==> config.mk <==
export PLATFORM = sky130hd
export DESIGN_NAME = tlb_walker
export DESIGN_NICKNAME = d
export VERILOG_FILES = /design/src/rtl/tlb_walker.sv
export SDC_FILE = /design/constraint.sdc
export NUM_CORES = 1
export LEC_CHECK = 0
export CAP_MARGIN = 20
export CORE_MARGIN = 2
export CORE_UTILIZATION = 44
export CTS_BUF_LIST = sky130_fd_sc_hd__clkbuf_4 sky130_fd_sc_hd__clkbuf_8
export CTS_CLUSTER_SIZE = 10
export DETAILED_ROUTE_END_ITERATION = 6
export GPL_ROUTABILITY_DRIVEN = 0
export PLACE_DENSITY = 0.94
export SYNTH_ARGS = -nofsm -noshare
export SYNTH_HDL_FRONTEND = slang
export SYNTH_SLANG_ARGS = --single-unit
==> constraint.sdc <==
create_clock -name clk -period 2.4 [get_ports clk]
set_clock_uncertainty 0.1 [all_clocks]
set_input_delay 0.48 -clock clk [delete_from_list [all_inputs] [get_ports clk]]
set_output_delay 0.48 -clock clk [all_outputs]
set_load 0.005 [all_outputs]
==> src/rtl/tlb_walker.sv <==
// Page-table walker: answers TLB misses by reading one PTE from memory and
// returning a fill (physical page or fault) over a valid/ready handshake.
`ifndef PAGE_WIDTH
`define PAGE_WIDTH 20
`endif

module tlb_walker #(
  parameter int                    WIDTH      = `PAGE_WIDTH,
  parameter int                    ADDR_WIDTH = 32,
  parameter logic [ADDR_WIDTH-1:0] PT_BASE    = ADDR_WIDTH'(32'h0001_0000)
) (
  input  logic                  clk,
  input  logic                  reset,
  input  logic                  miss_valid,
  input  logic [WIDTH-1:0]      miss_vpn,
  output logic                  miss_ready,
  output logic                  mem_req_valid,
  output logic [ADDR_WIDTH-1:0] mem_req_addr,
  input  logic                  mem_req_ready,
  input  logic                  mem_resp_valid,
  input  logic [31:0]           mem_resp_data,
  output logic                  fill_valid,
  output logic [WIDTH-1:0]      fill_vpn,
  output logic [WIDTH-1:0]      fill_ppn,
  output logic                  fill_fault,
  input  logic                  fill_ready,
  output logic [15:0]           walk_count,
  output logic [15:0]           fault_count
);

  typedef enum logic [1:0] {S_IDLE, S_REQ, S_WAIT, S_FILL} state_t;

  // Wide enough that vpn << 2 never loses bits before the final truncation.
  localparam int SUM_W = (ADDR_WIDTH > WIDTH + 2) ? ADDR_WIDTH : WIDTH + 2;

  state_t           state, state_n;
  logic [WIDTH-1:0] vpn_q;
  logic [WIDTH-1:0] ppn_q;
  logic             pte_valid_q;
  logic [15:0]      walk_count_q;
  logic [15:0]      fault_count_q;
  logic [SUM_W-1:0] addr_sum;
  logic             miss_hs;
  logic             resp_take;
  logic             fill_hs;

  // Only PTE bits [WIDTH:0] and the low ADDR_WIDTH bits of the sum matter.
  logic pte_unused;
  logic addr_unused;
  assign pte_unused  = ^mem_resp_data;
  assign addr_unused = ^addr_sum;

  assign addr_sum  = SUM_W'(PT_BASE) + (SUM_W'(vpn_q) << 2);
  assign miss_hs   = (state == S_IDLE) && miss_valid;
  assign resp_take = (state == S_WAIT) && mem_resp_valid;
  assign fill_hs   = (state == S_FILL) && fill_ready;

  // NOTE: sequential state uses non-blocking assignments so every register
  // samples pre-edge values regardless of statement order.
  always_ff @(posedge clk) begin
    if (reset) begin
      state         <= S_IDLE;
      vpn_q         <= '0;
      ppn_q         <= '0;
      pte_valid_q   <= 1'b0;
      walk_count_q  <= '0;
      fault_count_q <= '0;
    end else begin
      state <= state_n;
      if (miss_hs) vpn_q <= miss_vpn;
      if (resp_take) begin
        pte_valid_q <= mem_resp_data[0];
        ppn_q       <= mem_resp_data[WIDTH:1];
      end
      if (fill_hs) begin
        if (walk_count_q != 16'hFFFF) walk_count_q <= walk_count_q + 16'd1;
        if (!pte_valid_q && fault_count_q != 16'hFFFF)
          fault_count_q <= fault_count_q + 16'd1;
      end
    end
  end

  // NOTE: every output of this block gets a default first so no path can
  // leave a signal unassigned and infer a latch.
  always_comb begin
    state_n       = state;
    miss_ready    = 1'b0;
    mem_req_valid = 1'b0;
    mem_req_addr  = '0;
    fill_valid    = 1'b0;
    fill_vpn      = '0;
    fill_ppn      = '0;
    fill_fault    = 1'b0;
    unique case (state)
      S_IDLE: begin
        miss_ready = 1'b1;
        if (miss_valid) state_n = S_REQ;
      end
      S_REQ: begin
        mem_req_valid = 1'b1;
        mem_req_addr  = addr_sum[ADDR_WIDTH-1:0];
        if (mem_req_ready) state_n = S_WAIT;
      end
      S_WAIT: begin
        if (mem_resp_valid) state_n = S_FILL;
      end
      S_FILL: begin
        fill_valid = 1'b1;
        fill_vpn   = vpn_q;
        fill_fault = !pte_valid_q;
        fill_ppn   = pte_valid_q ? ppn_q : '0;
        if (fill_ready) state_n = S_IDLE;
      end
      default: state_n = S_IDLE;
    endcase
  end

  assign walk_count  = walk_count_q;
  assign fault_count = fault_count_q;

endmodule
=== Yosys cells after proc, flatten, opt, wreduce, memory -nomap -nowiden ===
Cells that the tools add are included.

* Bits in registers: 75
* Word-level logic and storage cells: 40

* $add $sub $neg: 3
* Equal/unequal tests: 9
* Multiplexer cells: 13
* Reductions and logical operators: 9

{| class="wikitable"
|+ Operators by type and width
! operator !! number
|-
| 2-to-1 mux 20 bit || 3
|-
| adder 16 x 1 -> 16 bit, second input constant || 2
|-
| inequality test 16 bit, second input constant || 2
|-
| adder 17 x 22 -> 23 bit, first input constant || 1
|-
| 2-to-1 mux 23 bit || 1
|-
| 2-to-1 mux 2 bit || 4
|-
| inequality test 2 bit, second input constant || 4
|-
| case mux 2 bit (4 select lines) || 1
|-
| equality test 2 bit, second input constant || 2
|-
| logical AND 1 bit || 4
|-
| 2-to-1 mux 1 bit || 4
|-
| AND reduction 2 bit || 2
|-
| AND reduction 4 bit || 1
|-
| equality test 2 x 1 -> 1 bit, second input constant || 1
|-
| zero test 2 bit || 1
|-
| zero test 1 bit || 1
|}

=== Logic depth before layout (Yosys ltp) ===
* Word-level depth: 3
* Depth in mapped cells: 6
* Mapped depth without buffers: 6

=== Worst setup path before layout ===
OpenSTA, ideal clock, no wires.

* Path kind: flip-flop to flip-flop
* Start point: reg state[0]
* End point: reg fault_count_q[15], in the netlist fault_count[15]
* Setup time: 0.121 ns
* Arrival: 1.901 ns
* Slack: 0.278 ns
* Cell stages (with the launch flop): 7
* Cells stage by stage: dfxtp_1 ha_1 nand2_2 or4_1 buf_2 nor4b_1 mux2_2

* Cells in the longest elaborated chain, start to end: 3

{| class="wikitable"
|+ RTL lines
! item !! RTL line !! RTL
|-
| from (decl) || 36 || <nowiki>state_t state, state_n;</nowiki>
|-
| from (signal assigned) || 69 || <nowiki>state <= state_n;</nowiki>
|-
| equality test 2 bit || 56 || <nowiki>assign fill_hs = (state == S_FILL) && fill_ready;</nowiki>
|-
| logical AND 1 bit || 56 ||
|-
| AND reduction 2 bit (no line) || -- ||
|-
| to (signal assigned) || 78 || <nowiki>fault_count_q <= fault_count_q + 16'd1;</nowiki>
|-
| to (decl) || 41 || <nowiki>logic [15:0] fault_count_q;</nowiki>
|}

Every way passes these cells.
A chain may end at the register's enable or synchronous reset.

=== Worst setup path in the final report ===
* Start point: reg state[0]
* End point: out fill_ppn[15]

* Cells in the longest elaborated chain, start to end: 2

{| class="wikitable"
|+ RTL lines
! item !! RTL line !! RTL
|-
| equality test 2 bit || 94 || <nowiki>unique case (state)</nowiki>
|-
| 2-to-1 mux 20 bit || 94 ||
|-
| to (decl) || 24 || <nowiki>output logic [WIDTH-1:0] fill_ppn,</nowiki>
|}

Every way passes these cells.

==> qor.yml <==
outcome:
  status: "completed"
critical_path:
  crit_path_max_fanout: 32
  rr_worst_depth: 6
  cp.required_ns: 1.82
  cp.arrival_ns: 1.75
  rrSetupSlack_ns: 0.13
  r2r-end: "fault_count[15]"
  cp_cell_sequence: "ha_4 > buf_12 > and3_1 > clkdlybuf4s50_1"
  cp_slowest_stage_delay_ns: 0.50
  crit_type: "reg -> out"
  cp_slowest_cell: "clkdlybuf4s50_1"
  startpoint_type: "flop"
  end_kind: "output port"
  reg2reg_from: "state[0]"
sta:
  hold_viol: 0
  rsz0062_at_grt: "true"
  worst_hold_slack_ns: 0.356
  maxSlewHeadroom: 0.538
  finalCritPeriodShare: 0.971
  slew_violations: 0
  fmax_ghz: 0.429
  setup_violations: 0
  min_period_ns: 2.33
  tightest_slew_ns: 0.692
  setup_ws_ns: 0.0700
power:
  combPwrFrac: 0.269
  p_leak_nw: 2.27
  p_seq_frac: 0.441
  p_switching_mw: 1.02
  ir_worst_vdd_v: 0.000403
  power.density_nw_per_um2: 592
  power.internal_mw: 2.34
  sw_frac_of_total: 0.302
  power_frac_clock: 0.291
yosys:
  synthAdderAreaFrac: 0.0230
  syn_inst: 493
  ys_ff_latch: 75
  syn_area_per_cell_um2: 7.73
  yosys_warnings: 0
  synth_top_family_by_area: "simple AND/OR/NAND/NOR gates"
  synthDistinctLibCells: 42
  synth_area_leaders: "dfxtp_1 (39%), nand2_1 (9.4%), a21oi_1 (8.3%)"
  synth.top_cell.area_share: 0.394
  async_flop_share: 0
  synth_top_cell_by_area: "dfxtp_1"
  synth_xor_area_frac: 0.0115
  synth_compound_area_frac: 0.129
  synth_seq_area_share: 0.394
  synth-main-ff-cell: "dfxtp_1"
  yosys.area_share.simple: 0.352
  synth_mux_area_frac: 0.0289
  synth_area_um2: 3810
  synth-edff-count: 0
floorplan:
  initial_utilization: 0.459
  io_pins: 166
  dieArea_um2: 9430
  core_region_area_um2: 8300
  die_w_um: 97.1
  num_rows: 33
  die_h_um: 97.1
drt:
  ant_nets: 0
  drt-vias-per-instance: 5.37
  wirelength_um: 10800
  route.detailed.drc: 0
  dr.pass1.iters: 4
  post_drt_wl_per_cell_um: 14.4
  drt_iter0_drc: 144
  vias: 4015
grt:
  grt_overflow: 0
  grt_pass1_vias: 3919
  grt_use_total: 0.223
  antenna_found_initial: 0
  grt_max_degree: 37
  grt_first_pass_wirelength_um: 17700
cells_and_area:
  nets: 703
  final_core_util: 0.684
  area_delta_synth_final_pct: 48.9
  layout-drive-gt1-share: 0.101
  stdcell_count: 748
  diodes: 0
  fin_area_um2: 5680
clocking:
  htreeDepth: 3
  clk_pin_slew_ns: 0.08
  hold_buffers: 0
  clockBufferDepth: 2
  cts_root_buffer: "clkbuf_8"
  clock_latency_ns: 0.34
  cts_tree: "yes"
  cts_sinks: 75
  cts_made_buffers: 9
worst_hold_path:
  hold_end: "ppn_q[7]"
  hold_class: "reg -> reg"
  hold_path_depth: 2
  min_from: "ppn_q[7]"
placement:
  dp_slack_ns: -0.210
  dp_hpwl_um: 7830
  dp_cells: 727
  place.port_buffers: 143
  dpl_cell_area_um2: 5340
run:
  cap_violations: 0
-- cell usage in the layout, fill, tap and decap left out, types with 11 or more instances in the layout --
cell type / synthesis / layout
clkdlybuf4s50_1: 0 / 131
nand4_1: 12 / 12
and2_1: 41 / 41
buf_4: 11 / 22
nand2_1: 95 / 95
or4_1: 11 / 11
nand3_1: 12 / 11
conb_1: 1 / 11
dfxtp_1: 75 / 69
a21oi_1: 63 / 63
and3_1: 23 / 21
nor2b_1: 14 / 14
nor2_1: 16 / 16
dlymetal6s2s_1: 0 / 11
-- per-stage QoR --
stage	setup TNS, ns	power, mW
after floorplan	0	1.94
after global placement	-0.545	2.28
after detailed placement	-0.882	2.34
after CTS	0	3.34
after global routing	-0.00778	3.56
final	0	3.36
-- power groups by stage --
stage,Sequential (mW),Combinational [mW],Clock [mW]
floorplan,1.45,0.487,0
global placement,1.48,0.808,0
detailed placement,1.49,0.850,0
CTS,1.47,0.876,0.996
global route,1.50,1.01,1.05
finish,1.48,0.903,0.977
-- worst max-delay path: cells and delay by family, from the launching register on --
family	cells	cell delay, ns
DFF	1	0.39
buffers and inverters	2	0.66
and+or+nand+nor	1	0.18
adders and majority gates	1	0.17
-- cells in the mapped netlist (2+ instances only) --
cell / number
nand2_1: 95
dfxtp_1: 75
a21oi_1: 63
and2_1: 41
clkbuf_1: 28
and3_1: 23
nor2_1: 16
nor2b_1: 14
nand3_1: 12
nand4_1: 12
buf_4: 11
or4_1: 11
o31ai_1: 9
mux2_2: 8
o21ai_0: 8
ha_1: 7
nor3_1: 7
nor4_1: 7
or3_1: 7
inv_1: 6
and4_1: 4
xnor2_1: 4
buf_2: 3
nand2b_1: 3
mux2i_1: 2
-- final cells by class --
type / instances / area [um^2]
flip-flops and latches: 75 / 1510
clock buffers: 11 / 145
inverters: 6 / 22.5
clock inverters: 5 / 52.6
fillers: 673 / 2620
well taps: 105 / 131
multi-input cells: 379 / 2160
repair buffers: 167 / 1650
-- layer usage --
layer | global-route usage | share of wire | vias up
met5 | 0 | 0 | -
met4 | 0.0899 | 0.023 | 0
met3 | 0.0468 | 0.063 | 23
met2 | 0.412 | 0.53 | 147
met1 | 0.247 | 0.38 | 1870
li1 | - | - | 1975
-- sequential cells by signal, summed over array words and instances (netlist names) --
name / cells
vpn_q: 20
fault_count: 16
ppn_q: 20
walk_count: 16
pte_valid_q: 1
state: 2
-- worst max path at each step --
stage	end	from	slack, ns
6_report	fill_ppn[15]	state[0]	0.07
5_1_grt	fill_ppn[3]	state[0]	-0.008
4_1_cts	mem_req_addr[7]	state[1]	0.01
3_5_place_dp	fault_count[15]	fill_ready	-0.21
3_3_place_gp	fault_count[15]	fill_ready	-0.14
2_1_floorplan	fault_count[15]	state[0]	0.28
-- cells by family (layout without fill, tap and decap cells) --
logic type | after synthesis | in the layout
adders and majority gates | 7 | 7
buffers and inverters | 49 | 189
and+or+nand+nor | 258 | 258
muxes | 10 | 10
AOI/OAI and AO/OA | 88 | 88
DFF | 75 | 75
xor gates and xnor gates | 5 | 5
other | 1 | 11
-- timing repair --
item,4_1_cts,5_1_grt
pin swaps,0,3
gates resized for setup,12,20
setup endpoints to repair,45,44
buffers inserted,2,3
(Power assumes the default switching activity.)
